[src/rtl/display_pkg.sv]
// display_pkg: shared state encoding and digit-select constants for the display scan controller
package display_pkg;
    typedef enum logic [1:0] {SHOW_A, PEND_B, SHOW_B} state_e;
    localparam logic [3:0] SEL_SLOT0 = 4'b0111;
    localparam logic [3:0] SEL_SLOT1 = 4'b1011;
    localparam logic [3:0] SEL_SLOT2 = 4'b1101;
    localparam logic [3:0] SEL_SLOT3 = 4'b1110;
    localparam logic [3:0] SEL_OFF   = 4'b1111;
    function automatic logic [3:0] sel_for(input logic [1:0] slot);
        return slot == 2'd0 ? SEL_SLOT0 : slot == 2'd1 ? SEL_SLOT1 : slot == 2'd2 ? SEL_SLOT2 : SEL_SLOT3;
    endfunction
endpackage

[src/rtl/scan_prescaler.sv]
// scan_prescaler: divides the system clock into digit slots, strobing tick_o in the last cycle of each slot
module scan_prescaler #(
    parameter int CLK_DIV = 250000
) (
    input  logic clk_i,
    input  logic rst_n_i,
    output logic tick_o
);
    localparam int W = $clog2(CLK_DIV);
    logic [W-1:0] cnt_q;
    assign tick_o = cnt_q == W'(CLK_DIV - 1);
    always_ff @(posedge clk_i)
        if (!rst_n_i) cnt_q <= '0;
        else cnt_q <= tick_o ? '0 : cnt_q + 1'b1;
endmodule

[src/rtl/display_scan_ctrl.sv]
// display_scan_ctrl: 4-digit scan, main/overlay source arbitration, leading-zero blanking and blink
module display_scan_ctrl
    import display_pkg::*;
#(
    parameter int CLK_DIV      = 250000,
    parameter int BLINK_FRAMES = 50,
    parameter int HOLD_FRAMES  = 200
) (
    input  logic        clk_i,
    input  logic        rst_n_i,
    input  logic [15:0] a_bcd_i,
    input  logic [3:0]  a_dp_i,
    input  logic        b_req_i,
    input  logic [15:0] b_bcd_i,
    input  logic [3:0]  b_dp_i,
    input  logic        lz_en_i,
    input  logic [3:0]  blink_i,
    output logic [3:0]  sel_o,
    output logic [3:0]  bcd_o,
    output logic        dp_o,
    output logic        tick_o,
    output logic        b_busy_o
);
    localparam int HW = $clog2(HOLD_FRAMES + 1);
    localparam int BW = $clog2(BLINK_FRAMES + 1);
    state_e        state_q, state_d;
    logic [HW-1:0] hold_q, hold_d;
    logic [BW-1:0] blink_cnt_q;
    logic          phase_q, busy_q, tick_q, dp_q, dp_d;
    logic [1:0]    slot_q;
    logic [15:0]   snap_bcd_q, src_bcd;
    logic [3:0]    snap_dp_q, src_dp, nz, sel_q, sel_d, bcd_q, bcd_d;
    logic          tick, frame_end, blink_wrap, blank;
    scan_prescaler #(.CLK_DIV(CLK_DIV)) u_prescaler (
        .clk_i  (clk_i),
        .rst_n_i(rst_n_i),
        .tick_o (tick)
    );
    assign frame_end  = tick && slot_q == 2'd3;
    assign blink_wrap = blink_cnt_q == BW'(BLINK_FRAMES - 1);
    // a request in SHOW_B restarts the hold even on the frame end that would expire it
    always_comb begin
        state_d = state_q;
        hold_d  = hold_q;
        case (state_q)
            SHOW_A: state_d = b_req_i ? PEND_B : SHOW_A;
            PEND_B: if (frame_end) begin
                state_d = SHOW_B;
                hold_d  = '0;
            end
            SHOW_B: if (b_req_i) hold_d = '0;
                else if (frame_end) begin
                    state_d = hold_q == HW'(HOLD_FRAMES - 1) ? SHOW_A : SHOW_B;
                    hold_d  = hold_q + 1'b1;
                end
            default: state_d = SHOW_A;
        endcase
    end
    always_comb begin
        src_bcd = state_q == SHOW_B ? snap_bcd_q : a_bcd_i;
        src_dp  = state_q == SHOW_B ? snap_dp_q : a_dp_i;
        for (int k = 0; k < 4; k++) nz[k] = |src_bcd[4*k +: 4] | src_dp[k];
        blank = (lz_en_i && slot_q != 2'd0 && ~|(nz >> slot_q)) ||
                (phase_q && state_q != SHOW_B && blink_i[slot_q]);
        sel_d = blank ? SEL_OFF : sel_for(slot_q);
        bcd_d = src_bcd[{slot_q, 2'b00} +: 4];
        dp_d  = !blank && src_dp[slot_q];
    end
    always_ff @(posedge clk_i) begin
        if (!rst_n_i) begin
            state_q     <= SHOW_A;
            hold_q      <= '0;
            blink_cnt_q <= '0;
            phase_q     <= 1'b0;
            busy_q      <= 1'b0;
            tick_q      <= 1'b0;
            slot_q      <= 2'd0;
            snap_bcd_q  <= '0;
            snap_dp_q   <= '0;
            sel_q       <= SEL_OFF;
            bcd_q       <= '0;
            dp_q        <= 1'b0;
        end else begin
            state_q <= state_d;
            hold_q  <= hold_d;
            busy_q  <= state_d != SHOW_A;
            tick_q  <= tick;
            if (b_req_i) begin
                snap_bcd_q <= b_bcd_i;
                snap_dp_q  <= b_dp_i;
            end
            if (tick) begin
                sel_q  <= sel_d;
                bcd_q  <= bcd_d;
                dp_q   <= dp_d;
                slot_q <= slot_q + 1'b1;
            end
            if (frame_end) begin
                blink_cnt_q <= blink_wrap ? '0 : blink_cnt_q + 1'b1;
                phase_q     <= phase_q ^ blink_wrap;
            end
        end
    end
    assign sel_o    = sel_q;
    assign bcd_o    = bcd_q;
    assign dp_o     = dp_q;
    assign tick_o   = tick_q;
    assign b_busy_o = busy_q;
endmodule

[config.mk]
export PLATFORM = sky130hd
export DESIGN_NAME = display_scan_ctrl
export DESIGN_NICKNAME = d
export VERILOG_FILES = /design/src/rtl/display_pkg.sv /design/src/rtl/scan_prescaler.sv /design/src/rtl/display_scan_ctrl.sv
export SDC_FILE = /design/constraint.sdc
export NUM_CORES = 1
export LEC_CHECK = 0
export CORE_AREA = 4 4 81 83
export CTS_BUF_LIST = sky130_fd_sc_hd__clkbuf_16
export DETAILED_ROUTE_END_ITERATION = 6
export DIE_AREA = 0 0 85 87
export HOLD_SLACK_MARGIN = 0.08
export PLACE_DENSITY = 0.83
export SYNTH_ARGS = -nofsm -noshare
export SYNTH_HDL_FRONTEND = slang
export SYNTH_SLANG_ARGS = --single-unit
[constraint.sdc]
create_clock -name clk_i -period 3.4 [get_ports clk_i]
set_input_delay 0.68 -clock clk_i [delete_from_list [all_inputs] [get_ports clk_i]]
set_output_delay 0.68 -clock clk_i [all_outputs]
set_load 0.01 [all_outputs]
==> impl_metrics.env, run 1 <==
export IMPL_yosys_area_share_simple=0.245
export IMPL_dp_hpwl_um=5730
export IMPL_grt_setup_unrepaired="no"
export IMPL_outcome="finished, final reports clean"
export IMPL_ys_seq_elements=68
export IMPL_finalMaxSlewViolations=0
export IMPL_skew_ns=0.00679
export IMPL_synth_top_family_by_area="simple AND/OR/NAND/NOR gates"
export IMPL_die_h_um=87
export IMPL_finalNetCount=458
export IMPL_synth_enable_flop_cells=0
export IMPL_combPwrFrac=0.074
export IMPL_htree_levels=3
export IMPL_async_flop_share=0
export IMPL_wl_um=7980
export IMPL_maxCapViolCount=0
export IMPL_pwr_share_seq=0.448
export IMPL_synth_compound_area_frac=0.0655
export IMPL_cts_setup_buffers=0
export IMPL_die_width_um=85
export IMPL_max_freq_mhz=394
export IMPL_gr_total_overflow=0
export IMPL_ys_flop_type="dfxtp_1"
export IMPL_layout_area_overhead_vs_synth_pct=28.7
export IMPL_cts_resized=0
export IMPL_ant_nets=0
export IMPL_via_count=2796
export IMPL_io_pins=59
export IMPL_max_stage_delay_ns=0.59
export IMPL_syn_nets=400
export IMPL_fin_tns_setup_ns=0
export IMPL_synthTopCellsByArea="dfxtp_1, mux4_2, nor2_1"
export IMPL_required_ns=3.61
export IMPL_drt_pass1_iterations=4
export IMPL_die_area_um2=7400
export IMPL_synth_cell_types=51
export IMPL_synth_top_cell_by_area="dfxtp_1"
export IMPL_antenna_found_initial=0
export IMPL_wl_per_cell_um=16.6
export IMPL_slowest_stage="or4_4"
export IMPL_worstMarginPinSlew_ns=0.777
export IMPL_grt_max_degree=30
export IMPL_ir_drop_uv=281
export IMPL_critPathTopFamily="simple AND/OR/NAND/NOR gates"
export IMPL_portBuffers=58
export IMPL_period_needed_ns=2.54
export IMPL_cts_buffers_inserted=9
export IMPL_yosysMostFrequentCell="dfxtp_1"
export IMPL_p_per_area_nw_per_um2=448
export IMPL_hp_class="reg -> reg"
export IMPL_syn_avg_cell_area_um2=9.39
export IMPL_path_cells="ha_1 -> nand4_2 -> or4_4 -> nor3_2 -> a21oi_1 -> o21a_1 -> or2_1"
export IMPL_setup_violations_final=0
export IMPL_leakage_nw=1.58
export IMPL_grt_pass1_wl_um=13300
export IMPL_clk_path_buf_depth=2
export IMPL_clk_pin_slew_ns=0.05
export IMPL_netlist_area_leader_share=0.422
export IMPL_routabilityCongestion=0.868
export IMPL_holdBufCountCts=0
export IMPL_ys_top_cells_by_count="dfxtp_1, nor2_1, nand2_1"
export IMPL_start_util=0.552
export IMPL_p_sw_mw=0.402
export IMPL_clock_tree_root_cell="clkbuf_16"
export IMPL_synthXorXnorAreaFrac=0.0651
export IMPL_fin_cells=482
export IMPL_grtUsageTotal=0.229
export IMPL_worstSetupPathType="reg -> reg"
export IMPL_vias_per_cell=5.80
export IMPL_n_antenna_cell=0
export IMPL_syn_area_um2=3230
export IMPL_switching_share=0.216
export IMPL_drive_gt1_frac=0.101
export IMPL_drt_iter0_drc=205
export IMPL_relSlewSlack=0.482
export IMPL_insertion_delay_ns=0.33
export IMPL_worstPathMaxFanout=10
export IMPL_end_kind="flop"
export IMPL_power_total_mw=1.86
export IMPL_yosys_warnings=0
export IMPL_period_share=0.746
export IMPL_drc_errors=0
export IMPL_finalHoldViolations=0
export IMPL_placedCellCount=466
export IMPL_timing_final_ws_setup_ns=0.864
export IMPL_coreArea_um2=5850
export IMPL_internal_power_mw=1.46
export IMPL_clockPowerShare=0.478
export IMPL_worst_path_buf_inv=0
export IMPL_ys_seq_area_frac=0.422
export IMPL_clock_sinks=68
export IMPL_cp_arrival_ns=2.75
export IMPL_synthMuxAreaShare=0.142
export IMPL_pre_cts_slack_ns=0.687
export IMPL_grt_pass1_vias=2830
export IMPL_cp_start_kind="flop"
export IMPL_synth_fa_ha_area_frac=0.0310
export IMPL_syn_inst=344
export IMPL_cts_tree="yes"
export IMPL_row_count=28
-- worst paths after layout --
path / start / endpoint / slack, ns / depth (start not counted)
setup reg to reg: u_prescaler.cnt_q[0] / b_busy_o / 0.86 / 7
hold reg to reg: u_prescaler.cnt_q[0] / u_prescaler.cnt_q[0] / 0.46 / 1
setup / recovery: u_prescaler.cnt_q[0] / b_busy_o / 0.86 / 7
hold / removal: u_prescaler.cnt_q[0] / u_prescaler.cnt_q[0] / 0.46 / 1
-- cell usage in the layout, fill, tap and decap left out, types with 9 or more instances in the layout --
master,synthesis,final
mux2i_1,21,21
nand2_1,25,25
a21oi_1,12,12
dfxtp_1,68,68
xor2_1,19,19
nand3_1,10,10
clkbuf_16,0,9
clkdlybuf4s50_1,0,58
nor2_1,62,62
mux4_2,11,11
nand4_1,9,9
nor3_1,10,10
-- flip-flops by register name, summed over array words and instances (netlist names), 2 cells and up --
| signal | flops |
|---|---|
| u_prescaler.cnt_q | 18 |
| sel_o | 4 |
| snap_bcd_q | 16 |
| bcd_o | 4 |
| hold_q | 8 |
| slot_q | 2 |
| snap_dp_q | 4 |
| blink_cnt_q | 6 |
| state_q | 2 |
-- per-stage QoR --
stage          utilization  area, um2  hold WS, ns
6_report             0.710       4160        0.457
5_1_grt              0.710       4160        0.504
4_1_cts              0.710       4160        0.465
3_5_place_dp         0.662       3870        0.453
3_3_place_gp         0.662       3870        0.439
2_1_floorplan            -       3230        0.426
-- cell families (layout without fill, tap and decap cells) --
logic type | Yosys count | in the layout
buf+inv | 23 | 86
xor+xnor | 24 | 24
flops | 68 | 68
mux | 32 | 32
fa+ha+maj | 8 | 8
simple gates | 155 | 155
compound gates | 34 | 34
-- cell type report --
class | count | area [um2]
clock inverter | 7 | 58.8
clock buffer | 9 | 225
multi-input combinational | 253 | 1770
timing repair buffer | 63 | 618
fill | 447 | 1700
inverter | 7 | 26.3
sequential | 68 | 1360
tap | 75 | 93.8
-- power by group through the flow --
stage          clock network, mW  registers (mW)  logic (mW)
6_report                   0.889           0.833       0.138
4_1_cts                    0.896           0.832       0.138
3_5_place_dp                   0           0.849       0.137
5_1_grt                    0.938           0.835       0.150
3_3_place_gp                   0           0.848       0.133
2_1_floorplan                  0           0.843      0.0633
-- per-layer routing --
metal / part of all wire / GRT usage / wire (um) / vias up
met3: 0.061 / 0.0388 / 486 / 24
met4: 0.037 / 0.140 / 298 / 0
met5: 0 / 0 / 0 / -
li1: - / - / - / 1346
met2: 0.49 / 0.386 / 3880 / 104
met1: 0.42 / 0.273 / 3320 / 1322
No activity file was read; power rests on OpenSTA's default activity.
==> inputs of run 2 (changes only) <==
--- a/config.mk
+++ b/config.mk
@@ -5,12 +5,12 @@
 export SDC_FILE = /design/constraint.sdc
 export NUM_CORES = 1
 export LEC_CHECK = 0
-export CORE_AREA = 4 4 81 83
+export CORE_AREA = 4 4 88 90
 export CTS_BUF_LIST = sky130_fd_sc_hd__clkbuf_16
 export DETAILED_ROUTE_END_ITERATION = 6
-export DIE_AREA = 0 0 85 87
+export DIE_AREA = 0 0 92 94
 export HOLD_SLACK_MARGIN = 0.08
-export PLACE_DENSITY = 0.83
+export PLACE_DENSITY = 0.75
 export SYNTH_ARGS = -nofsm -noshare
 export SYNTH_HDL_FRONTEND = slang
 export SYNTH_SLANG_ARGS = --single-unit
==> constraint.sdc (replaced) <==
create_clock -name clk_i -period 2.1 [get_ports clk_i]
set_input_delay 0.42 -clock clk_i [delete_from_list [all_inputs] [get_ports clk_i]]
set_output_delay 0.42 -clock clk_i [all_outputs]
set_load 0.01 [all_outputs]
==> run 2 against run 1 <==
Against the previous run: combinational power increased by 73%; cell count increased by 8.7%; clock skew decreased by 0.0019 ns; clock power increased by 73%; count of clock-buffer cells in the layout unchanged; critical endpoint is now hold_q[6]; register-to-register slack got worse by 0.79 ns; critical path type unchanged; flip-flop and latch count unchanged.
==> impl_metrics.env, run 2 (synthesized netlist as in run 1, its figures left out) <==
export IMPL_ant_nets=0
export IMPL_drt_pass1_iterations=4
export IMPL_n_antenna_cell=0
export IMPL_r2r_slack_ns=0.07
export IMPL_drt_iter0_drc=175
export IMPL_regMostFlops="u_prescaler.cnt_q"
export IMPL_largest_registers="u_prescaler.cnt_q (18), snap_bcd_q (16), hold_q (8)"
export IMPL_drc_errors=0
export IMPL_routabilityCongestion=0.893
export IMPL_holdPathStages=1
export IMPL_crit_start="u_prescaler.cnt_q[0]"
export IMPL_timing_critical_path_to="hold_q[6]"
export IMPL_gr_total_overflow=0
export IMPL_reg2reg_depth=7
export IMPL_period_needed_ns=2.03
export IMPL_fin_util=0.627
export IMPL_largest_register_ffs=18
export IMPL_portBuffers=58
export IMPL_die_width_um=92
export IMPL_worstSetupPathType="reg -> reg"
export IMPL_final_common_cell="dfxtp_1"
export IMPL_dpl_instance_area_um2=4060
export IMPL_hold_worst_slack_ns=0.446
export IMPL_pre_cts_slack_ns=-0.338
export IMPL_die_area_um2=8650
export IMPL_setup_violations_final=0
export IMPL_maxCapViolCount=0
export IMPL_final_area_um2=4420
export IMPL_cp_start_kind="flop"
export IMPL_worstPathMaxFanout=7
export IMPL_via_count=2781
export IMPL_die_h_um=94
export IMPL_wl_um=8070
export IMPL_layout_area_overhead_vs_synth_pct=37.0
export IMPL_finalNetCount=476
export IMPL_wl_per_cell_um=15.4
export IMPL_io_pins=59
export IMPL_worstMarginPinSlew_ns=0.442
export IMPL_clock_sinks=68
export IMPL_placedCellCount=507
export IMPL_insertion_delay_ns=0.33
export IMPL_fill_cells=593
export IMPL_grtUsageTotal=0.200
export IMPL_row_count=31
export IMPL_leakage_nw=1.71
export IMPL_start_util=0.457
export IMPL_end_kind="flop"
export IMPL_cp_arrival_ns=2.29
export IMPL_reg2reg_from="u_prescaler.cnt_q[0]"
export IMPL_required_ns=2.36
export IMPL_clock_tree_root_cell="clkbuf_16"
export IMPL_clk_pin_slew_ns=0.05
export IMPL_outcome="finished, final reports clean"
export IMPL_holdBufCountCts=0
export IMPL_skew_ns=0.00491
export IMPL_vias_per_cell=5.31
export IMPL_drive_gt1_frac=0.162
export IMPL_cts_tree="yes"
export IMPL_htree_levels=3
export IMPL_finalMaxSlewViolations=0
export IMPL_layout_common_cells="dfxtp_1, nor2_1, clkdlybuf4s50_1, nand2_1, buf_4"
export IMPL_dp_hpwl_um=6060
export IMPL_cts_buffers_inserted=9
export IMPL_fin_cells=524
export IMPL_max_freq_mhz=493
export IMPL_hp_class="reg -> reg"
export IMPL_antenna_found_initial=0
export IMPL_relSlewSlack=0.697
export IMPL_timing_final_ws_setup_ns=0.0709
export IMPL_ir_drop_uv=352
export IMPL_grt_pass1_vias=2874
export IMPL_finalHoldViolations=0
export IMPL_coreArea_um2=7060
export IMPL_p_per_area_nw_per_um2=708
export IMPL_rr_endpoint="hold_q[6]"
export IMPL_grt_max_degree=22
export IMPL_period_share=0.966
export IMPL_clk_path_buf_depth=2
export IMPL_grt_pass1_wl_um=13600
==> run 2: layer usage <==
| layer | vias to the layer above | part of all wire | wire length, um | track usage |
|---|---|---|---|---|
| met2 | 63 | 0.49 | 3940 | 0.330 |
| met3 | 17 | 0.047 | 379 | 0.0473 |
| met5 | - | 0 | 0 | 0 |
| met1 | 1322 | 0.44 | 3580 | 0.250 |
| li1 | 1379 | - | - | - |
| met4 | 0 | 0.021 | 171 | 0.0891 |
==> run 2: worst min path at each step <==
stage | from | end | slack [ns]
2_1_floorplan | u_prescaler.cnt_q[0] | u_prescaler.cnt_q[0] | 0.43
3_3_place_gp | u_prescaler.cnt_q[0] | u_prescaler.cnt_q[0] | 0.44
3_5_place_dp | u_prescaler.cnt_q[0] | u_prescaler.cnt_q[0] | 0.44
4_1_cts | u_prescaler.cnt_q[0] | u_prescaler.cnt_q[0] | 0.45
5_1_grt | u_prescaler.cnt_q[0] | u_prescaler.cnt_q[0] | 0.46
6_report | u_prescaler.cnt_q[0] | u_prescaler.cnt_q[0] | 0.45
==> run 2: power breakdown <==
part           internal, mW  switching (mW)
Clock                  1.02           0.521
Combinational         0.151          0.0883
Sequential             1.32          0.0290
==> run 2: per-stage QoR <==
stage / power (mW) / TNS (ns)
2_1_floorplan: 1.47 / 0
3_3_place_gp: 1.61 / -0.839
3_5_place_dp: 1.61 / -0.964
4_1_cts: 3.15 / 0
5_1_grt: 3.23 / -0.00410
6_report: 3.13 / 0
==> run 2: repair_timing <==
item                       in CTS  in global routing
pin swaps                       0                  6
resized for setup               1                 10
buffers inserted                0                  1
setup endpoints to repair       1                  9
==> run 2: layout make-up <==
class,instances,area (um2),area share
Inverter,7,26.3,0.00594
Clock inverter,7,81.3,0.0184
Multi-Input combinational cell,253,1830,0.414
Clock buffer,9,225,0.0509
Tap cell,99,124,0.0280
Timing Repair Buffer,81,766,0.173
Sequential cell,68,1370,0.310
==> run 2: critical path: stages (launching register included) <==
cell,delay (ns)
dfxtp_4,0.37
ha_4,0.15
nand4_4,0.08
or4_4,0.51
nor4b_4,0.27
a21oi_2,0.10
or3_1,0.36
a21oi_1,0.13
==> inputs of run 3 (changes only) <==
--- a/config.mk
+++ b/config.mk
@@ -5,6 +5,7 @@
 export SDC_FILE = /design/constraint.sdc
 export NUM_CORES = 1
 export LEC_CHECK = 0
+export CAP_MARGIN = 20
 export CORE_AREA = 4 4 88 90
 export CTS_BUF_LIST = sky130_fd_sc_hd__clkbuf_16
 export DETAILED_ROUTE_END_ITERATION = 6
==> results of run 3 <==
No change in the layout: final DEF, timing and power equal those of run 2.
==> edit, RTL diff (config.mk and constraints of run 2) <==
Re-encode `state_e` (3 states) as one-hot, 3 bits wide.
--- a/src/rtl/display_pkg.sv
+++ b/src/rtl/display_pkg.sv
@@ -1,5 +1,5 @@
 // display_pkg: shared state encoding and digit-select constants for the display scan controller
 package display_pkg;
-    typedef enum logic [1:0] {SHOW_A, PEND_B, SHOW_B} state_e;
+    typedef enum logic [2:0] {SHOW_A = 3'b001, PEND_B = 3'b010, SHOW_B = 3'b100} state_e;
     localparam logic [3:0] SEL_SLOT0 = 4'b0111;
     localparam logic [3:0] SEL_SLOT1 = 4'b1011;
Check against the original RTL: same outputs for any inputs over 10 cycles, from zero or initial values and one cycle with rst_n_i low; not proved beyond that.
==> edit against run 2 <==
The flow now finishes with violations (negative setup slack). Worst setup slack got worse by 0.13 ns. Synthesized cell count rose by 2.3%. Routed wire length rose by 7.6%. Sequential cell count rose by 1. Cell area rose by 6.8%. Clock skew rose by 0.0015 ns. Die area did not move. Power rose by 4.8%. Synthesized area rose by 2.9%. Non-clock buffer count rose by 15.
==> edit: results (changes against run 2) <==
- The worst hold slack came to 0.494 ns (+0.0480 ns).
- The final net count was 501 (+5.3%).
- The post-placement worst setup slack was -0.336 ns (+0.00276 ns).
- The flow ran to the end, but the final reports show violations.
- The fraction of layout cells with a size suffix above 1 came to 0.189 (+0.0265).
- The half-perimeter wire length after detailed placement is 6360 um (+4.8%).
- The initial detailed-routing violation count is 158 (-9.7%).
- The global-route wire length before repair was 14,000 um (+3.2%).
- The maximum ir drop on the vdd rail came to 0.479 mV (+36%).
- The share of synthesized area occupied by flip-flops and latches came to 0.416 (-0.00572).
- The sum of negative setup slack is -0.111 ns (-0.111 ns).
- The arrival time reported for the critical path endpoint is 2.42 ns (+0.13 ns).
- The via total after detailed routing was 3,017 (+8.5%).
- The leakage dissipation came to 0.00184 uW (+7.5%).
- The worst min-delay path endpoint is dp_o.
- The final reports fail on negative setup slack.
- The placement-stage cell area is 4270 sq um (+5.1%).
- The met2 wirelength from detailed routing is 4400 um (+12%).
- The critical path ends at hold_q[5].
- The number of cells after detailed placement is 531 (+4.7%).
- The worst hold path begins at dp_o.
- The number of global-route vias before repair is 3,072 (+6.9%).
- The overall track demand over capacity in global routing came to 0.204 (+0.00363).
- The post-route worst setup slack is -0.0548 ns (-0.126 ns).
- The detailed-route wire length on metal 1 is 3630 um (+1.4%).
- After synthesis, the cell types taking the most area are dfxtp_1 (42%), mux2i_1 (7.8%), mux4_2 (7.5%).
- The peak fanout along the critical path is 4 (-3).
- By count the netlist is led by dfxtp_1 (69), nor2_1 (58), mux2i_1 (26).
- The maximum single-stage delay on the critical path was 0.54 ns (+0.03 ns).
- The design internal power is 2640 uW (+5.8%).
- The net count after synthesis came to 408 (+2.0%).
- The setup skew after layout came to 0.00645 ns (+0.00154 ns).
- The critical register-to-register path startpoint is u_prescaler.cnt_q[13].
- The final RePlAce weighted congestion is 0.905 (+1.3%).
- The final setup violation count is 3 (+3).
==> edit: changes by cell type after synthesis, moves of 4 or more <==
cell      change
nand2_1      -10
a311oi_1      -4
o31ai_1       +4
o21ai_0       +5
nor2_1        -4
nand3_1       +6
mux2i_1       +5
==> edit: logic make-up (layout without fill, tap and decap cells) <==
logic type      after synthesis  after routing  share of synthesized area
buf+inv                      24            122                     0.0275
compound gates               47             47                     0.0893
xor+xnor                     23             23                     0.0606
fa+ha+maj                     8              8                     0.0301
mux                          37             37                      0.153
simple gates                144            144                      0.224
flops                        69             69                      0.416
==> edit: per-layer routing <==
metal / up-vias / GRT usage
met4: 0 / 0.0928
met5: - / 0
li1: 1458 / -
met3: 12 / 0.0433
met2: 97 / 0.358
met1: 1450 / 0.238
==> edit: repair_timing <==
action	CTS	global route
pin swaps	2	22
buffers inserted	1	1
gates resized for setup	2	28
endpoints found under the setup margin	5	12
==> edit: power groups by stage <==
| stage | registers, uW | clock network, uW | logic, uW |
|---|---|---|---|
| final | 1370 | 1660 | 254 |
| after detailed placement | 1400 | 0 | 249 |
| after global placement | 1390 | 0 | 243 |
| after CTS | 1370 | 1690 | 251 |
| after floorplan | 1390 | 0 | 109 |
| after global routing | 1370 | 1750 | 272 |
==> edit: area by class of cell <==
class / instances / area [sq um] / share of cell area
multi-input combinational: 259 / 1940 / 0.411
sequential: 69 / 1380 / 0.292
timing repair buffer: 96 / 911 / 0.193
clock buffer: 9 / 225 / 0.0476
tap: 99 / 124 / 0.0262
clock inverter: 7 / 106 / 0.0225
inverter: 10 / 37.5 / 0.00794
==> edit: tightest hold or removal path, stage by stage, from the launching register on <==
cell	delay, ns
dfxtp_1	0.32
inv_1	0.05
o22ai_1	0.07
